===== src/rtl/centroid_update_unit.sv =====
// centroid_update_unit: walks the eight accumulator/count pairs after a
// classification pass and divides every coordinate sum by its point count
// with a serial restoring divider (one quotient bit per cycle). Each new
// centroid is written to centroid memory, then the accumulators are cleared.
//
// Optional feature macro: CENTROID_ROUND_NEAREST_EN
//   defined   -> quotient rounded half up (+1 when 2*rem >= count)
//   undefined -> quotient truncated (floor)
//   Either way the quotient then saturates to 13 bits (8191).
//
// Ports:
//   clk, rst_n          clock, async active-low reset
//   start               begin an update pass (sampled only in IDLE)
//   rd_idx              centroid index driving the external accum/count mux
//   accum_in, cnt_in    accumulator (7 x 22 bit) and count of rd_idx
//   wr_en/wr_ready      centroid write handshake
//   wr_addr, wr_data    centroid address and new centroid (7 x 13 bit)
//   regs_clr_n          one-cycle active-low clear for the accumulator stage
//   busy, done          not-idle flag, end-of-pass pulse
//   empty_mask          centroids with zero count in the last pass
module centroid_update_unit (
    input  logic         clk,
    input  logic         rst_n,
    input  logic         start,
    output logic [2:0]   rd_idx,
    input  logic [153:0] accum_in,
    input  logic [9:0]   cnt_in,
    output logic         wr_en,
    input  logic         wr_ready,
    output logic [7:0]   wr_addr,
    output logic [90:0]  wr_data,
    output logic         regs_clr_n,
    output logic         busy,
    output logic         done,
    output logic [7:0]   empty_mask
);

    localparam int ACW = 22;
    localparam int OW  = 13;
    localparam int NW  = 10;

    typedef enum logic [2:0] {
        S_IDLE, S_LOAD, S_DIV, S_WRITE, S_CLEAR, S_DONE
    } state_e;

    state_e state_q, state_d;

    logic [153:0]  acc_q;
    logic [NW-1:0] cnt_q;
    logic [4:0]    step_q;
    logic [2:0]    k_q;
    logic [NW-1:0] rem_q;
    logic [20:0]   quo_q;
    logic [90:0]   res_q;
    logic [90:0]   wr_data_q;
    logic [2:0]    rd_idx_q;
    logic [7:0]    empty_q;

    logic [ACW-1:0] coord;
    logic           dbit;
    logic [NW:0]    rem_sh;
    logic           ge;
    logic [NW-1:0]  rem_n;
    logic [21:0]    quo_n;
    logic [22:0]    q_rnd;
    logic [OW-1:0]  q_sat;
    logic [90:0]    res_n;
    logic           last_step;
    logic           last_coord;
    logic           last_idx;

    assign last_step  = (step_q == 5'd21);
    assign last_coord = (k_q == 3'd6);
    assign last_idx   = (rd_idx_q == 3'd7);

    // One restoring step: shift in the next dividend bit (MSB first),
    // subtract the count when it fits. The remainder always stays below
    // the count, so 10 bits hold it between steps.
    always_comb begin
        coord  = acc_q[ACW*int'(k_q) +: ACW];
        dbit   = coord[5'd21 - step_q];
        rem_sh = {rem_q, dbit};
        ge     = (rem_sh >= {1'b0, cnt_q});
        rem_n  = ge ? 10'(rem_sh - {1'b0, cnt_q}) : rem_sh[NW-1:0];
        quo_n  = {quo_q, ge};
`ifdef CENTROID_ROUND_NEAREST_EN
        q_rnd  = {1'b0, quo_n}
               + {22'd0, ({rem_n, 1'b0} >= {1'b0, cnt_q})};
`else
        q_rnd  = {1'b0, quo_n};
`endif
        q_sat  = (q_rnd > 23'd8191) ? 13'h1FFF : q_rnd[OW-1:0];
        res_n  = res_q;
        res_n[OW*int'(k_q) +: OW] = q_sat;
    end

    always_comb begin
        state_d = state_q;
        unique case (state_q)
            S_IDLE:  if (start) state_d = S_LOAD;
            S_LOAD: begin
                if (cnt_in == '0)
                    state_d = last_idx ? S_CLEAR : S_LOAD;
                else
                    state_d = S_DIV;
            end
            S_DIV:   if (last_step && last_coord) state_d = S_WRITE;
            S_WRITE: if (wr_ready) state_d = last_idx ? S_CLEAR : S_LOAD;
            S_CLEAR: state_d = S_DONE;
            S_DONE:  state_d = S_IDLE;
            default: state_d = S_IDLE;
        endcase
    end

    always_ff @(posedge clk or negedge rst_n) begin
        if (!rst_n) begin
            state_q <= S_IDLE;
        end else begin
            state_q <= state_d;
        end
    end

    always_ff @(posedge clk or negedge rst_n) begin
        if (!rst_n) begin
            acc_q     <= '0;
            cnt_q     <= '0;
            step_q    <= '0;
            k_q       <= '0;
            rem_q     <= '0;
            quo_q     <= '0;
            res_q     <= '0;
            wr_data_q <= '0;
            rd_idx_q  <= '0;
            empty_q   <= '0;
        end else begin
            case (state_q)
                S_IDLE: begin
                    if (start) begin
                        rd_idx_q <= '0;
                        empty_q  <= '0;
                        k_q      <= '0;
                    end
                end
                S_LOAD: begin
                    acc_q  <= accum_in;
                    cnt_q  <= cnt_in;
                    k_q    <= '0;
                    step_q <= '0;
                    rem_q  <= '0;
                    quo_q  <= '0;
                    if (cnt_in == '0) begin
                        empty_q[rd_idx_q] <= 1'b1;
                        if (!last_idx) rd_idx_q <= rd_idx_q + 3'd1;
                    end
                end
                S_DIV: begin
                    if (last_step) begin
                        step_q <= '0;
                        rem_q  <= '0;
                        quo_q  <= '0;
                        res_q  <= res_n;
                        if (last_coord) wr_data_q <= res_n;
                        else            k_q <= k_q + 3'd1;
                    end else begin
                        step_q <= step_q + 5'd1;
                        rem_q  <= rem_n;
                        quo_q  <= quo_n[20:0];
                    end
                end
                S_WRITE: begin
                    if (wr_ready && !last_idx) rd_idx_q <= rd_idx_q + 3'd1;
                end
                default: ;
            endcase
        end
    end

    assign rd_idx     = rd_idx_q;
    assign wr_en      = (state_q == S_WRITE);
    assign wr_addr    = {5'd0, rd_idx_q};
    assign wr_data    = wr_data_q;
    assign regs_clr_n = (state_q != S_CLEAR);
    assign busy       = (state_q != S_IDLE);
    assign done       = (state_q == S_DONE);
    assign empty_mask = empty_q;

endmodule

===== config.mk =====
export PLATFORM = sky130hd
export DESIGN_NAME = centroid_update_unit
export DESIGN_NICKNAME = d
export VERILOG_FILES = /design/src/rtl/centroid_update_unit.sv
export SDC_FILE = /design/constraint.sdc
export NUM_CORES = 1
export LEC_CHECK = 0
export ABC_AREA = 1
export BUFFER_PORTS_ARGS = -buffer_cell sky130_fd_sc_hd__buf_2
export CAP_MARGIN = 20
export CORE_MARGIN = 2
export CORE_UTILIZATION = 57
export DETAILED_ROUTE_END_ITERATION = 12
export PLACE_DENSITY_LB_ADDON = 0.3
export SETUP_SLACK_MARGIN = 0.15
export SYNTH_ARGS = -nofsm -noshare
export SYNTH_HDL_FRONTEND = slang
export SYNTH_SLANG_ARGS = --single-unit

===== constraint.sdc =====
create_clock -name clk -period 3.15 [get_ports clk]
set_input_delay 0.945 -clock clk [delete_from_list [all_inputs] [get_ports clk]]
set_output_delay 0.945 -clock clk [all_outputs]
set_load 0.01 [all_outputs]

Yosys cells after proc, flatten, opt, wreduce, memory -nomap -nowiden
Index checks and enable logic that the tools add are counted.

Bits in registers: 399. Input port bits: 168.

Bitwise logic cells: 1. Reductions and logical operators: 17. Order comparisons: 5. Equality and inequality tests: 17. $mul: 2. Shifts and indexed selects: 3. Muxes and demuxes: 30. Add/sub/neg operators: 6.

Operators with widths (count): $shiftx 154x9->22 (1); $bwmux 91 (1); $shift 13x33->91 const A (1); $shiftx 13x33->91 (1); $pmux 21 s2 (1); $mux 3 (11); $neg 7->33 (1); $gt 22x13->1 const B (1); $mux 21 (1); $mux 10 (2); $pmux 10 s2 (1); $pmux 3 s3 (2); $mux 8 (2); $pmux 8 s2 (1); $pmux 3 s5 (1); $mul 4x3->7 const A (2); $mux 13 (1); $eq 3x3->1 const B (4); $ne 2x2->1 const B (6); $ge 11x10->1 (1); $logic_not 10->1 (1); $pmux 5 s2 (1); $sub 10x10->10 (1); $reduce_and 3->1 (3); 24 further kinds (33).

Depth between registers and ports, before layout
Depth after elaboration: 9. Depth in mapped cells: 28. Mapped depth without buffers: 26.

Worst setup path before layout
OpenSTA, ideal clock, no wires.

Path kind: register to register. From: register k_q[0]. To: register rem_q[8]. Clock period less this slack: 2.912 ns. Stages on the path, launching flop included: 23. Setup time: 0.138 ns. Slack: 0.238 ns. Data arrival time: 2.775 ns. Cells stage by stage: dfrtp_1 buf_2 buf_2 buf_2 o211ai_1 nand3_1 nand4_1 nand2_1 nand2_1 nand2_1 nand2_1 nand2_1 nand2_1 ha_1 inv_1 fa_1 inv_1 nor2_1 o21ai_0 o311ai_0 xor2_1 nand2_1 o221ai_1.

Word-level cells in the longest chain between the ends: 8.

RTL lines: from (decl) (RTL line 51) `logic [2:0] k_q;`; from (signal assigned) (RTL line 163) `else k_q <= k_q + 3'd1;`; $mul 4x3->7 * (RTL line 80) `coord = acc_q[ACW*int'(k_q) +: ACW];`; $shiftx 154x9->22 * (RTL line 80); $bmux 1 s5 * (RTL line 81) `dbit = coord[5'd21 - step_q];`; $mux 1 (implied by the code) * (RTL line 81); $sub 10x10->10 or $ge 11x10->1 (tied branches) (RTL line 84, 83); $mux 10 * (RTL line 84) `rem_n = ge ? 10'(rem_sh - {1'b0, cnt_q}) : rem_sh[NW-1:0];`; $mux 10 * (RTL line 157) `if (last_step) begin`; $pmux 10 s2 * (RTL line 136) `case (state_q)`; to (signal assigned) (RTL line 166) `rem_q <= rem_n;`; to (decl) (RTL line 52) `logic [NW-1:0] rem_q;`.

Mark *: on every way between the ends. The rest lies on a longest branch, timed or not. The select of a mux whose other input is x is not followed. A chain may end at the register's enable or synchronous reset.

Worst setup path in the final report
From: register k_q[0]. To: register res_q[65].

Word-level cells in the longest chain between the ends: 9.

RTL lines: $mul 4x3->7 (RTL line 80); $shiftx 154x9->22 (RTL line 80); $bmux 1 s5 (RTL line 81); $mux 1 (implied by the code) (RTL line 81); $ge 11x10->1 (RTL line 83) `ge = (rem_sh >= {1'b0, cnt_q});`; $gt 22x13->1 (RTL line 92) `q_sat = (q_rnd > 23'd8191) ? 13'h1FFF : q_rnd[OW-1:0];`; $mux 13 (RTL line 92); $shiftx 13x33->91 (RTL line 94) `res_n[OW*int'(k_q) +: OW] = q_sat;`; $bwmux 91 * (RTL line 94); to (signal assigned) (RTL line 161) `res_q <= res_n;`; to (decl) (RTL line 54) `logic [90:0] res_q;`.

Marks and branches as above.

==> impl_metrics.ini <==
[worst_setup_path]
critical_path.max_stage_delay_ns = 0.58
regToRegEndpoint = res_q[65]
cp_data_required_time_ns = 3.64
crit_arrival_ns = 3.62
crit-reg2reg-launch = k_q[0]
worst-setup-path-type = reg2reg
timing.critical_path.fanout_max = 7
path_common_cell = sky130_fd_sc_hd__nand2_1
cp_top_family = simple AND/OR/NAND/NOR gates
type_of_destination_of_the_critical_path = flop
path_buf_inv = 4
rr_worst_depth = 27
timing.critical_path.from_type = flop
crit_path_slowest_cell = sky130_fd_sc_hd__dfrtp_4
regToRegSetupSlack_ns = 0.02

[final_layout]
finish.net_count = 2770
layout.cells.non_filler = 3054
drive_above_1_share = 0.187
synthToLayoutAreaGrowth_pct = 19.9

[sta]
setup_viol = 0
final.setup.worst_slack_ns = 0.0193
final_layout_setup_total_negative_slack_ns = 0
worst_pin_slew_ns = 0.830
max_freq_ghz = 0.319
max-slew-margin-rel = 0.447
period_needed_ns = 3.13
finalCritPeriodShare = 0.994
timing_hold_violations_final = 0
unrepaired_setup_endpoints_after_global_routing = yes
timing_max_transition_violations_final = 0
finClkSkew_ns = 0.0247

[logic_synthesis]
synthSimpleGateAreaFrac = 0.262
synthesis.yosys.warnings = 0
synth_area_sq_mm = 0.0187
synth_largest_type_area_fraction = 0.534
post-synth-top-count-cell = sky130_fd_sc_hd__nand2_1
synth.distinct_cells = 41
synthCells = 2334
synth-edff-count = 0
synth.mux.area_fraction = 0
synthXorXnorAreaFrac = 0.00756
synth_sequential_area_ratio = 0.534
yosysTopAreaCell = sky130_fd_sc_hd__dfrtp_1
synth_compound_gate_area_share = 0.113
ffs_w_async_s_r_synth = 1.00
synth_fa_ha_area_frac = 0.0151
register_bit_total_from_synthesis = 399
synth_top_family_by_area = simple AND/OR/NAND/NOR gates
ys.flop_type = sky130_fd_sc_hd__dfrtp_1
netlist_top_cells_count = sky130_fd_sc_hd__nand2_1, sky130_fd_sc_hd__dfrtp_1, sky130_fd_sc_hd__o21ai_0
syn-mean-instance-area_sq_um = 8.01
synth_area_leaders = sky130_fd_sc_hd__dfrtp_1, sky130_fd_sc_hd__nand2_1, sky130_fd_sc_hd__o21ai_0, sky130_fd_sc_hd__nand3_1, sky130_fd_sc_hd__inv_1

[floorplan]
placeableCoreArea_sq_mm = 0.0325
core.rowCount = 66
chipWidth_um = 185
dieHeight_um = 185
top_level_ports = 282
initial_utilization = 0.576
floorplan.die_area_sq_mm = 0.0343

[clock_network]
tritoncts = yes
numCtsBuffers = 42
clk_pin_slew_worst_paths_ns = 0.06
max-clock-path-buffers = 3
clk_root_buffer_cell = sky130_fd_sc_hd__clkbuf_16
post_cts_hold_buffer_count = 0
clock_tree.htree_level_count = 2
clock_insertion_delay_worst_skew_ns = 0.55
cts.sink_count = 399

[global_route]
via_count_of_the_first_global_routing_pass = 16100
antenna_found_initial = 1
global_route.overflow_total = 0
grt.total_usage = 0.305
grt_max_degree = 87
grt_pass1_wl_um = 82700

[route]
ant_nets = 0
vias = 16700
routedWlPerCell_um = 17.0
firstDrtPassIters = 6
finalWirelength_um = 51900
drc = 0
detailedRoute.firstIterationViolations = 1606
via_per_inst = 5.47

[pwr]
power.static_leakage_nw = 11.4
power-per-cell-area_mw_per_mm2 = 966
ir_drop_v = 0.000741

[placement]
dp_hpwl_um = 35700
dpl_worst_slack_ns = -0.304
io_buffer_count = 276
gp_routability_congestion = 0.917
dpl.cell_count = 2966

[status]
status = completed

[min_path]
hp-class = in2async

[job]
max_cap_violations = 0
[layout make-up]
type	instances	area, sq um
Fill cell	2624	10000
Sequential cell	399	9990
Multi-Input combinational cell	1643	7680
Timing Repair Buffer	339	2170
Clock buffer	63	1200
Inverter	155	614
Tap cell	442	553
Clock inverter	12	208
Antenna cell	1	2.50
[cells in the final DEF (no fill, tap or decap), types with 3 or more instances in the layout]
master,count
sky130_fd_sc_hd__buf_2,275
sky130_fd_sc_hd__buf_4,37
sky130_fd_sc_hd__buf_12,17
sky130_fd_sc_hd__nand3_2,10
sky130_fd_sc_hd__nand2_1,958
sky130_fd_sc_hd__clkbuf_1,14
sky130_fd_sc_hd__clkbuf_8,7
sky130_fd_sc_hd__conb_1,5
sky130_fd_sc_hd__nor2_4,7
sky130_fd_sc_hd__nand2_2,16
sky130_fd_sc_hd__inv_2,5
sky130_fd_sc_hd__o22ai_1,22
sky130_fd_sc_hd__o211ai_1,17
sky130_fd_sc_hd__inv_4,3
sky130_fd_sc_hd__nand4_1,16
sky130_fd_sc_hd__nor2_2,16
sky130_fd_sc_hd__nand3_1,110
sky130_fd_sc_hd__clkbuf_16,42
sky130_fd_sc_hd__buf_6,4
sky130_fd_sc_hd__a21oi_1,14
sky130_fd_sc_hd__ha_1,20
sky130_fd_sc_hd__nor3_1,3
sky130_fd_sc_hd__nand2_4,6
sky130_fd_sc_hd__xnor2_1,3
sky130_fd_sc_hd__bufinv_16,4
sky130_fd_sc_hd__nor2_1,70
sky130_fd_sc_hd__clkinv_2,6
sky130_fd_sc_hd__o32ai_1,4
sky130_fd_sc_hd__buf_16,3
sky130_fd_sc_hd__o21ai_1,55
sky130_fd_sc_hd__o32ai_2,8
sky130_fd_sc_hd__xor2_1,10
sky130_fd_sc_hd__buf_8,3
sky130_fd_sc_hd__dfrtp_1,397
sky130_fd_sc_hd__o21ai_0,247
sky130_fd_sc_hd__nand3b_1,5
sky130_fd_sc_hd__inv_1,142
[state kept, by name, summed over array words and instances (netlist names)]
name and count:
rem_q 10, empty_mask 8, acc_q 154, res_q 91, cnt_q 10, state_q 3, step_q 5, quo_q 21
k_q 3, rd_idx 3, wr_data 91
[kinds of logic (layout without fill, tap and decap cells)]
family,Yosys count,count (layout)
adder cells (fa/ha/maj),22,22
buffers and inverters,297,569
other,1,6
AND/OR/NAND/NOR,1221,1222
AO/OA/AOI/OAI,380,380
flip-flops,399,399
XOR/XNOR,14,14
[timing repair]
action	in CTS	in global routing
gates resized for setup	58	41
cloned	4	0
setup buffers	5	3
setup endpoints to repair	47	57
pin swaps	8	17
[layer usage]
layer  track usage  wire, um  vias to the layer above
met2         0.486     24500                      721
met5             0         0                        -
li1              -         -                     7946
met4         0.130      2150                        0
met1         0.423     21800                     7899
met3        0.0411      3450                      145
[where the power goes]
group	leakage (nW)	switching, mW	internal (mW)
Sequential	5.26	0.801	6.44
Clock	0.689	2.08	2.99
Combinational	5.48	6.34	2.99
[per-stage QoR]
stage,cell area [sq um],hold slack (ns),utilization,total power [mW]
6_report,22400,0.323,0.691,21.6
5_1_grt,22400,0.349,0.691,22.9
4_1_cts,22200,0.337,0.685,21.2
3_5_place_dp,20500,0.465,0.633,15.6
3_3_place_gp,20500,0.460,0.633,15.4
2_1_floorplan,18700,0.444,-,12.7
[worst max-delay path by stage]
| stage | start | to | slack, ns | cells past startpoint |
|---|---|---|---|---|
| 6_report | k_q[0] | res_q[65] | 0.02 | 27 |
| 5_1_grt | k_q[1] | res_q[65] | -0.17 | 26 |
| 4_1_cts | k_q[0] | rem_q[8] | 0.02 | 22 |
| 3_5_place_dp | k_q[1] | res_q[52] | -0.30 | 21 |
| 3_3_place_gp | k_q[1] | res_q[52] | -0.25 | 21 |
| 2_1_floorplan | k_q[0] | rem_q[8] | 0.24 | 22 |
Note: power is estimated with default switching activity, not from simulation.
